[src/rtl/imm_gen_pipe.sv]
// Registered immediate generator with a 2-entry skid buffer and flush.
// Ports: clk, rst, flush | in_valid/in_ready/in_inst/in_sel/in_tag | out_valid/out_ready/out_imm/out_tag
module imm_gen_pipe #(
  parameter int XLEN  = 32,
  parameter int TAG_W = 5
) (
  input  logic             clk,
  input  logic             rst,
  input  logic             flush,
  input  logic             in_valid,
  output logic             in_ready,
  input  logic [31:0]      in_inst,
  input  logic [2:0]       in_sel,
  input  logic [TAG_W-1:0] in_tag,
  output logic             out_valid,
  input  logic             out_ready,
  output logic [XLEN-1:0]  out_imm,
  output logic [TAG_W-1:0] out_tag
);

  logic             r_m_valid;
  logic [XLEN-1:0]  r_m_imm;
  logic [TAG_W-1:0] r_m_tag;
  logic             r_k_valid;
  logic [XLEN-1:0]  r_k_imm;
  logic [TAG_W-1:0] r_k_tag;

  logic [XLEN-1:0]  w_imm;
  logic [5:0]       w_shamt;
  logic             w_fire;
  logic             w_drain;
  logic             w_unused;

  // opcode bits never contribute to an immediate
  assign w_unused = ^in_inst[6:0];

  // bit 5 of shamt only exists on RV64
  assign w_shamt = {(XLEN == 64) & in_inst[25], in_inst[24:20]};

  always_comb begin
    w_imm = '0;
    unique case (in_sel)
      3'd0: w_imm = XLEN'($signed(in_inst[31:20]));
      3'd1: w_imm = XLEN'($signed({in_inst[31:25],
                                   in_inst[11:7]}));
      3'd2: w_imm = XLEN'($signed({in_inst[31], in_inst[7],
                                   in_inst[30:25],
                                   in_inst[11:8], 1'b0}));
      3'd3: w_imm = XLEN'($signed({in_inst[31:12],
                                   12'b0}));
      3'd4: w_imm = XLEN'($signed({in_inst[31],
                                   in_inst[19:12],
                                   in_inst[20],
                                   in_inst[30:21], 1'b0}));
      3'd5: w_imm = XLEN'(in_inst[19:15]);
      3'd6: w_imm = XLEN'(w_shamt);
      3'd7: w_imm = '0;
    endcase
  end

  assign in_ready  = !r_k_valid & !rst;
  assign w_fire    = in_valid & in_ready;
  assign w_drain   = r_m_valid & out_ready;
  assign out_valid = r_m_valid;
  assign out_imm   = r_m_imm;
  assign out_tag   = r_m_tag;

  always_ff @(posedge clk) begin
    if (rst) begin
      r_m_valid <= 1'b0;
      r_m_imm   <= '0;
      r_m_tag   <= '0;
      r_k_valid <= 1'b0;
      r_k_imm   <= '0;
      r_k_tag   <= '0;
    end else if (flush) begin
      r_m_valid <= 1'b0;
      r_k_valid <= 1'b0;
    end else if (r_k_valid) begin
      // in_ready is low here, so no input can arrive
      if (w_drain) begin
        r_m_valid <= 1'b1;
        r_m_imm   <= r_k_imm;
        r_m_tag   <= r_k_tag;
        r_k_valid <= 1'b0;
      end
    end else if (!r_m_valid || w_drain) begin
      r_m_valid <= w_fire;
      if (w_fire) begin
        r_m_imm <= w_imm;
        r_m_tag <= in_tag;
      end
    end else if (w_fire) begin
      r_k_valid <= 1'b1;
      r_k_imm   <= w_imm;
      r_k_tag   <= in_tag;
    end
  end

endmodule

[config.mk]
export PLATFORM = sky130hd
export DESIGN_NAME = imm_gen_pipe
export DESIGN_NICKNAME = d
export VERILOG_FILES = /design/src/rtl/imm_gen_pipe.sv
export SDC_FILE = /design/constraint.sdc
export NUM_CORES = 1
export LEC_CHECK = 0
export ABC_AREA = 1
export BUFFER_PORTS_ARGS = -buffer_cell sky130_fd_sc_hd__buf_2
export CAP_MARGIN = 20
export CORE_UTILIZATION = 54
export CTS_CLUSTER_DIAMETER = 100
export DETAILED_ROUTE_END_ITERATION = 12
export GPL_TIMING_DRIVEN = 0
export HOLD_SLACK_MARGIN = 0.1
export PLACE_DENSITY = 0.89
export SKIP_LAST_GASP = 1
export SYNTH_ARGS = -nofsm -noshare
export SYNTH_HDL_FRONTEND = slang
export SYNTH_SLANG_ARGS = --single-unit
[constraint.sdc]
create_clock -name clk -period 1.79 [get_ports clk]
set_input_delay 0 -clock clk [delete_from_list [all_inputs] [get_ports clk]]
set_output_delay 0 -clock clk [all_outputs]
set_load 0.05 [all_outputs]
-- Yosys cells after proc, flatten, opt, wreduce, memory -nomap -nowiden
Index checks and enable logic that the tools add are counted.
- equal/unequal tests: 8
- muxes and demuxes: 16
- bitwise operators: 6
- reductions and logical operators: 11
- operators by type and width (operator ; number):
    32-bit one-hot mux with 8 select lines ; 1
    32-bit two-way mux ; 4
    5-bit two-way mux ; 4
    3-bit == test, second input constant ; 4
    4-bit AND reduction ; 2
    1-bit two-way mux ; 7
    3-bit by 2-bit == test with 1-bit output, second input constant ; 2
    2-bit nonzero test ; 2
    1-bit bitwise AND ; 3
    3-bit by 1-bit == test with 1-bit output, second input constant ; 1
    1-bit zero test ; 3
    3-bit zero test ; 1
    1-bit inverter ; 3
    2-bit by 1-bit != test with 1-bit output, second input constant ; 1
    2-bit AND reduction ; 1
    2-bit OR reduction ; 1
    1-bit logical OR ; 1
- bits in registers: 76
- output and inout bits: 39
- word-level logic and storage cells: 47

-- Logic depth before layout (Yosys ltp)
- depth in word-level cells: 6
- gate-level depth with buffers: 10
- gate-level depth less buffers: 9

-- Least setup slack after synthesis
No wires, ideal clock.
- path type: register -> register
- start: register r_m_valid (netlist: out_valid)
- end: register r_m_imm[15] (netlist: out_imm[15])
- arrival: 1.620 ns
- data required time: 1.724 ns
- path slack: 0.104 ns
- cell stages (with the launch flop): 9
- buffers on the path: 2
- clock period less this slack: 1.686 ns
- cells stage by stage: dfxtp_1 > nand2_1 > o21ai_4 > nand3_4 > inv_2 > buf_6 > buf_8 > o21bai_2 > a21oi_2
- word-level cells in the longest chain between the ends: 4
- elaborated cells between the ends (all ways): 6
- those cells by class: 1 x eq/ne; 1 x bitwise; 4 x reduce/logical
- RTL lines (item ; RTL line ; RTL):
    start: declaration ; 21 ; logic r_m_valid;
    start signal: assignment ; 88 ; r_m_valid <= w_fire;
    1-bit bitwise AND / 1-bit zero test (equally long branches) ; 63, 87 ;
    1-bit logical OR ; 87 ; end else if (!r_m_valid || w_drain) begin
    2-bit nonzero test (no line) ; n/a ;
    4-bit AND reduction (no line) * ; n/a ;
    end signal: assignment ; 83 ; r_m_imm <= r_k_imm;
    end signal: assignment ; 90 ; r_m_imm <= w_imm;
    end: declaration ; 22 ; logic [XLEN-1:0] r_m_imm;
Every way passes the cells marked *; elsewhere a longest branch is shown, timed or not.
A chain may end at the register's enable or synchronous reset.

-- Final worst setup path
- start: register r_k_valid
- end: register r_m_tag[3] (netlist: out_tag[3])
- word-level cells in the longest chain between the ends: 5
- elaborated cells between the ends (all ways): 8
- those cells by class: 1 x eq/ne; 1 x mux; 2 x bitwise; 4 x reduce/logical
- RTL lines (item ; RTL line ; RTL):
    start: declaration ; 24 ; logic r_k_valid;
    start signal: assignment ; 73 ; r_k_valid <= 1'b0;
    start signal: assignment ; 78 ; r_k_valid <= 1'b0;
    start signal: assignment ; 85 ; r_k_valid <= 1'b0;
    1-bit zero test ; 61 ; assign in_ready = !r_k_valid & !rst;
    1-bit bitwise AND ; 61 ;
    1-bit bitwise AND ; 62 ; assign w_fire = in_valid & in_ready;
    2-bit nonzero test (no line) ; n/a ;
    4-bit AND reduction (no line) ; n/a ;
    end signal: assignment ; 84 ; r_m_tag <= r_k_tag;
    end signal: assignment ; 91 ; r_m_tag <= in_tag;
    end: declaration ; 23 ; logic [TAG_W-1:0] r_m_tag;
Several ways; a longest one is shown, not always the timed one.

==> metrics.md <==
| Metric | Value |
|---|---|
| Cell Count, Final, Fillers Out | 696 |
| Share of layout cells above drive strength 1 | 23.42% |
| Min Clock Period, post-route | 1.563 ns |
| Post-route DRC | 0 |
| Clock sink count | 76 |
| Max-slew violation count | 0 |
| Post-DRT Antenna Nets | 0 |
| Combinational power share | between 10% and 20% |
| Crit share post-route | 87.31% |
| Synth Flop Type | dfxtp_1 |
| CTS resizes | 0 |
| Buffers on Ports | between 70 and 80 |
| Layout Nets | 659 |
| Power share of the clock group | 35.3% |
| # rows | 29 |
| # setup viols final | 0 |
| Die height | 83.78 um |
| GR Layer Usage met1 | about 39% |
| Max Clk Rate | 639.9 MHz |
| Static leakage | 2.258 nW |
| GR Util All Layers | about 32% |
| Mapped Cells | a little under 500 |
| TritonCTS Buffers | 9 |
| Global routing's busiest layer | met2 |
| Synthesized cell area | 3611 um^2 |
| Clock transition at the registers of the reported paths | around 0.070 ns |
| Status | finished clean |
| Largest net degree at the start of global routing | 13 |
| Post-synthesis cell type count | 28 |
| DP Cell Count | approximately 650 |
| CP arrival | between 1.5 and 2 ns |
| Worst VDD drop | around 0.70 mV |
| Relative max-transition margin | 63.19% |
| GR Overflow Total | 0 |
| Setup TNS | 0 ns |
| Worst hold path type | in2reg |
| Routability Congestion | 0.9049 |
| Final Hold Fails | 0 |
| Clock tree root buffer cell | clkbuf_8 |
| Syn-to-layout area delta | 28.10% |
| Count leader, synth | nand2_1 |
| Number of diodes | 0 |
| Critical path class | reg2reg |
| DP HPWL | 7.031 mm |
| CP Capture Type | register |
| Synthesis Warnings | 0 |
| Vias in the first global route | about 3800 |
| Internal Pwr Total | 0.002678 W |
| Number of synthesized register bits | 76 |
| H-tree levels | 3 |
| DIE AREA | ~7000 um^2 |
| Initial antenna violation count | 0 |
| Post-synth top area cell | dfxtp_1 |
| Number of synthesized flops with an enable pin | 0 |
| RSZ-0062 raised after global routing | no |
| Grt met3 use | under 10% |
| WL per Instance | 15.66 um |
| Routed via count | 4024 |
| Required time of the critical path | 2.07 ns |
| Switching power | 0.001101 W |
| Switch share | roughly 30% |
| Type of origin of the critical path | register |
| Skew-Pair Late Insertion Delay | between 0.3 and 0.4 ns |
| Initial cell density of the core | 56.54% |
| Avg Inst Size Synth | 7.310 um^2 |
| R2R Setup Slk | around 0.23 ns |
| Clk_skew | between 0.006 and 0.007 ns |
| Die X-Extent | 83.78 um |
| CTS Hold Buffers Added | 34 |
| First-pass GRT wire length | 17.80 mm |
| Most frequent cells after synthesis | nand2_1, dfxtp_1, nor2_1 |
| MaxCap Viol Count | 0 |
| DRT Pass-1 Iters | 6 |
| Vias per inst | 5.782 |
| Top cell type's share of synthesized area | between 40% and 50% |
| CTS tree | built |
| Power share of the sequential group | 46.8% |
| Synth top area cells | dfxtp_1, nand2_1, nor2_1, a21oi_1, o21ai_0 |
| Post-CTS setup buffer count | 0 |
| Initial drt markers | 438 |
| Overall Power | 0.003779 W |
| Core area | 6386 um^2 |
| Global routing usage on met2 | 53.07% |
| Synth Net Count | between 500 and 600 |
| Final core occ | roughly 72% |
| Pwr dens | 816.9 nW/um^2 |
| IO Count | 84 |
| Longest Clk Path Bufs | 2 |
| Least-Margin Pin Slew | 0.5522 ns |
| Critical Path Fanout Max | 10 |
| Total wire length | about 11 mm |
| Ys async rst share | 0% |
| Post-synthesis sequential area ratio | 42.13% |
-- kinds of logic (layout without fill, tap and decap cells) --
kind of cell,Yosys count,count (layout),synth area share [%]
simple gates,209,209,23.53
compound gates,149,149,26.47
flops,76,76,42.13
buf+inv,59,184,7.588
mux,1,1,0.2772
-- cells in the final DEF, fill, tap and decap left out, drive strengths merged, types with 12 or more instances in the layout --
cell         Yosys  layout
o21bai          32      32
buf             20      95
nand3           12      12
nand2          110     110
dfxtp           76      76
o21ai           42      42
inv             24      24
nor2            76      76
a21oi           74      74
clkbuf          13      25
dlygate4sd3      0      34
-- sequential cells by signal, indices dropped and copies added (netlist names) --
signal / count
out_imm: 32
out_tag: 5
out_valid: 1
r_k_imm: 32
r_k_tag: 5
r_k_valid: 1
-- layout make-up --
type | count | area (um^2)
multi-input combinational | 359 | 1815
fill | 506 | 1760
sequential | 76 | 1521
timing repair buffer | 109 | 715.7
buffer | 33 | 176.4
clock buffer | 12 | 155.1
inverter | 26 | 97.59
tap | 77 | 96.34
clock inverter | 4 | 47.55
-- power groups by stage --
stage | Sequential, W | Clock (W) | Combinational [W]
finish | 0.00177 | 0.00133 | 0.000675
global route | 0.00177 | 0.00141 | 0.000720
CTS | 0.00177 | 0.00134 | 0.000656
detailed placement | 0.00181 | 0 | 0.000595
global placement | 0.00181 | 0 | 0.000584
floorplan | 0.00196 | 0 | 0.000268
-- worst paths after layout --
path,start,end,cells past startpoint
max,r_k_valid,out_tag[3],7
max reg2reg,r_k_valid,out_tag[3],7
min reg2reg,r_k_imm[8],r_k_imm[8],2
min,in_inst[7],r_k_imm[0],5
-- per-layer routing --
layer  up-vias  part of all wire [%]
li1       1873                     -
met5         -                     0
met1      1855                    39
met3        55                   8.2
met2       241                    48
met4         0                   4.5
-- worst max-delay path, cell delays in order (launching register included) --
cell	delay (ns)
dfxtp_1	0.31
buf_6	0.14
inv_2	0.14
o21ai_2	0.11
nand3_4	0.14
clkbuf_1	0.35
o21ai_0	0.17
nor2_1	0.13
-- metrics by stage --
stage | worst slack (ns) | area [um^2] | hold WS, ns
floorplan | 0.1039 | 3611 | 0.1426
global placement | 0.2859 | 4083 | 0.2600
detailed placement | 0.2541 | 4083 | 0.2733
CTS | 0.2299 | 4626 | 0.1204
global route | 0.08086 | 4626 | 0.1275
finish | 0.2272 | 4626 | 0.1390
(Power assumes the default switching activity.)
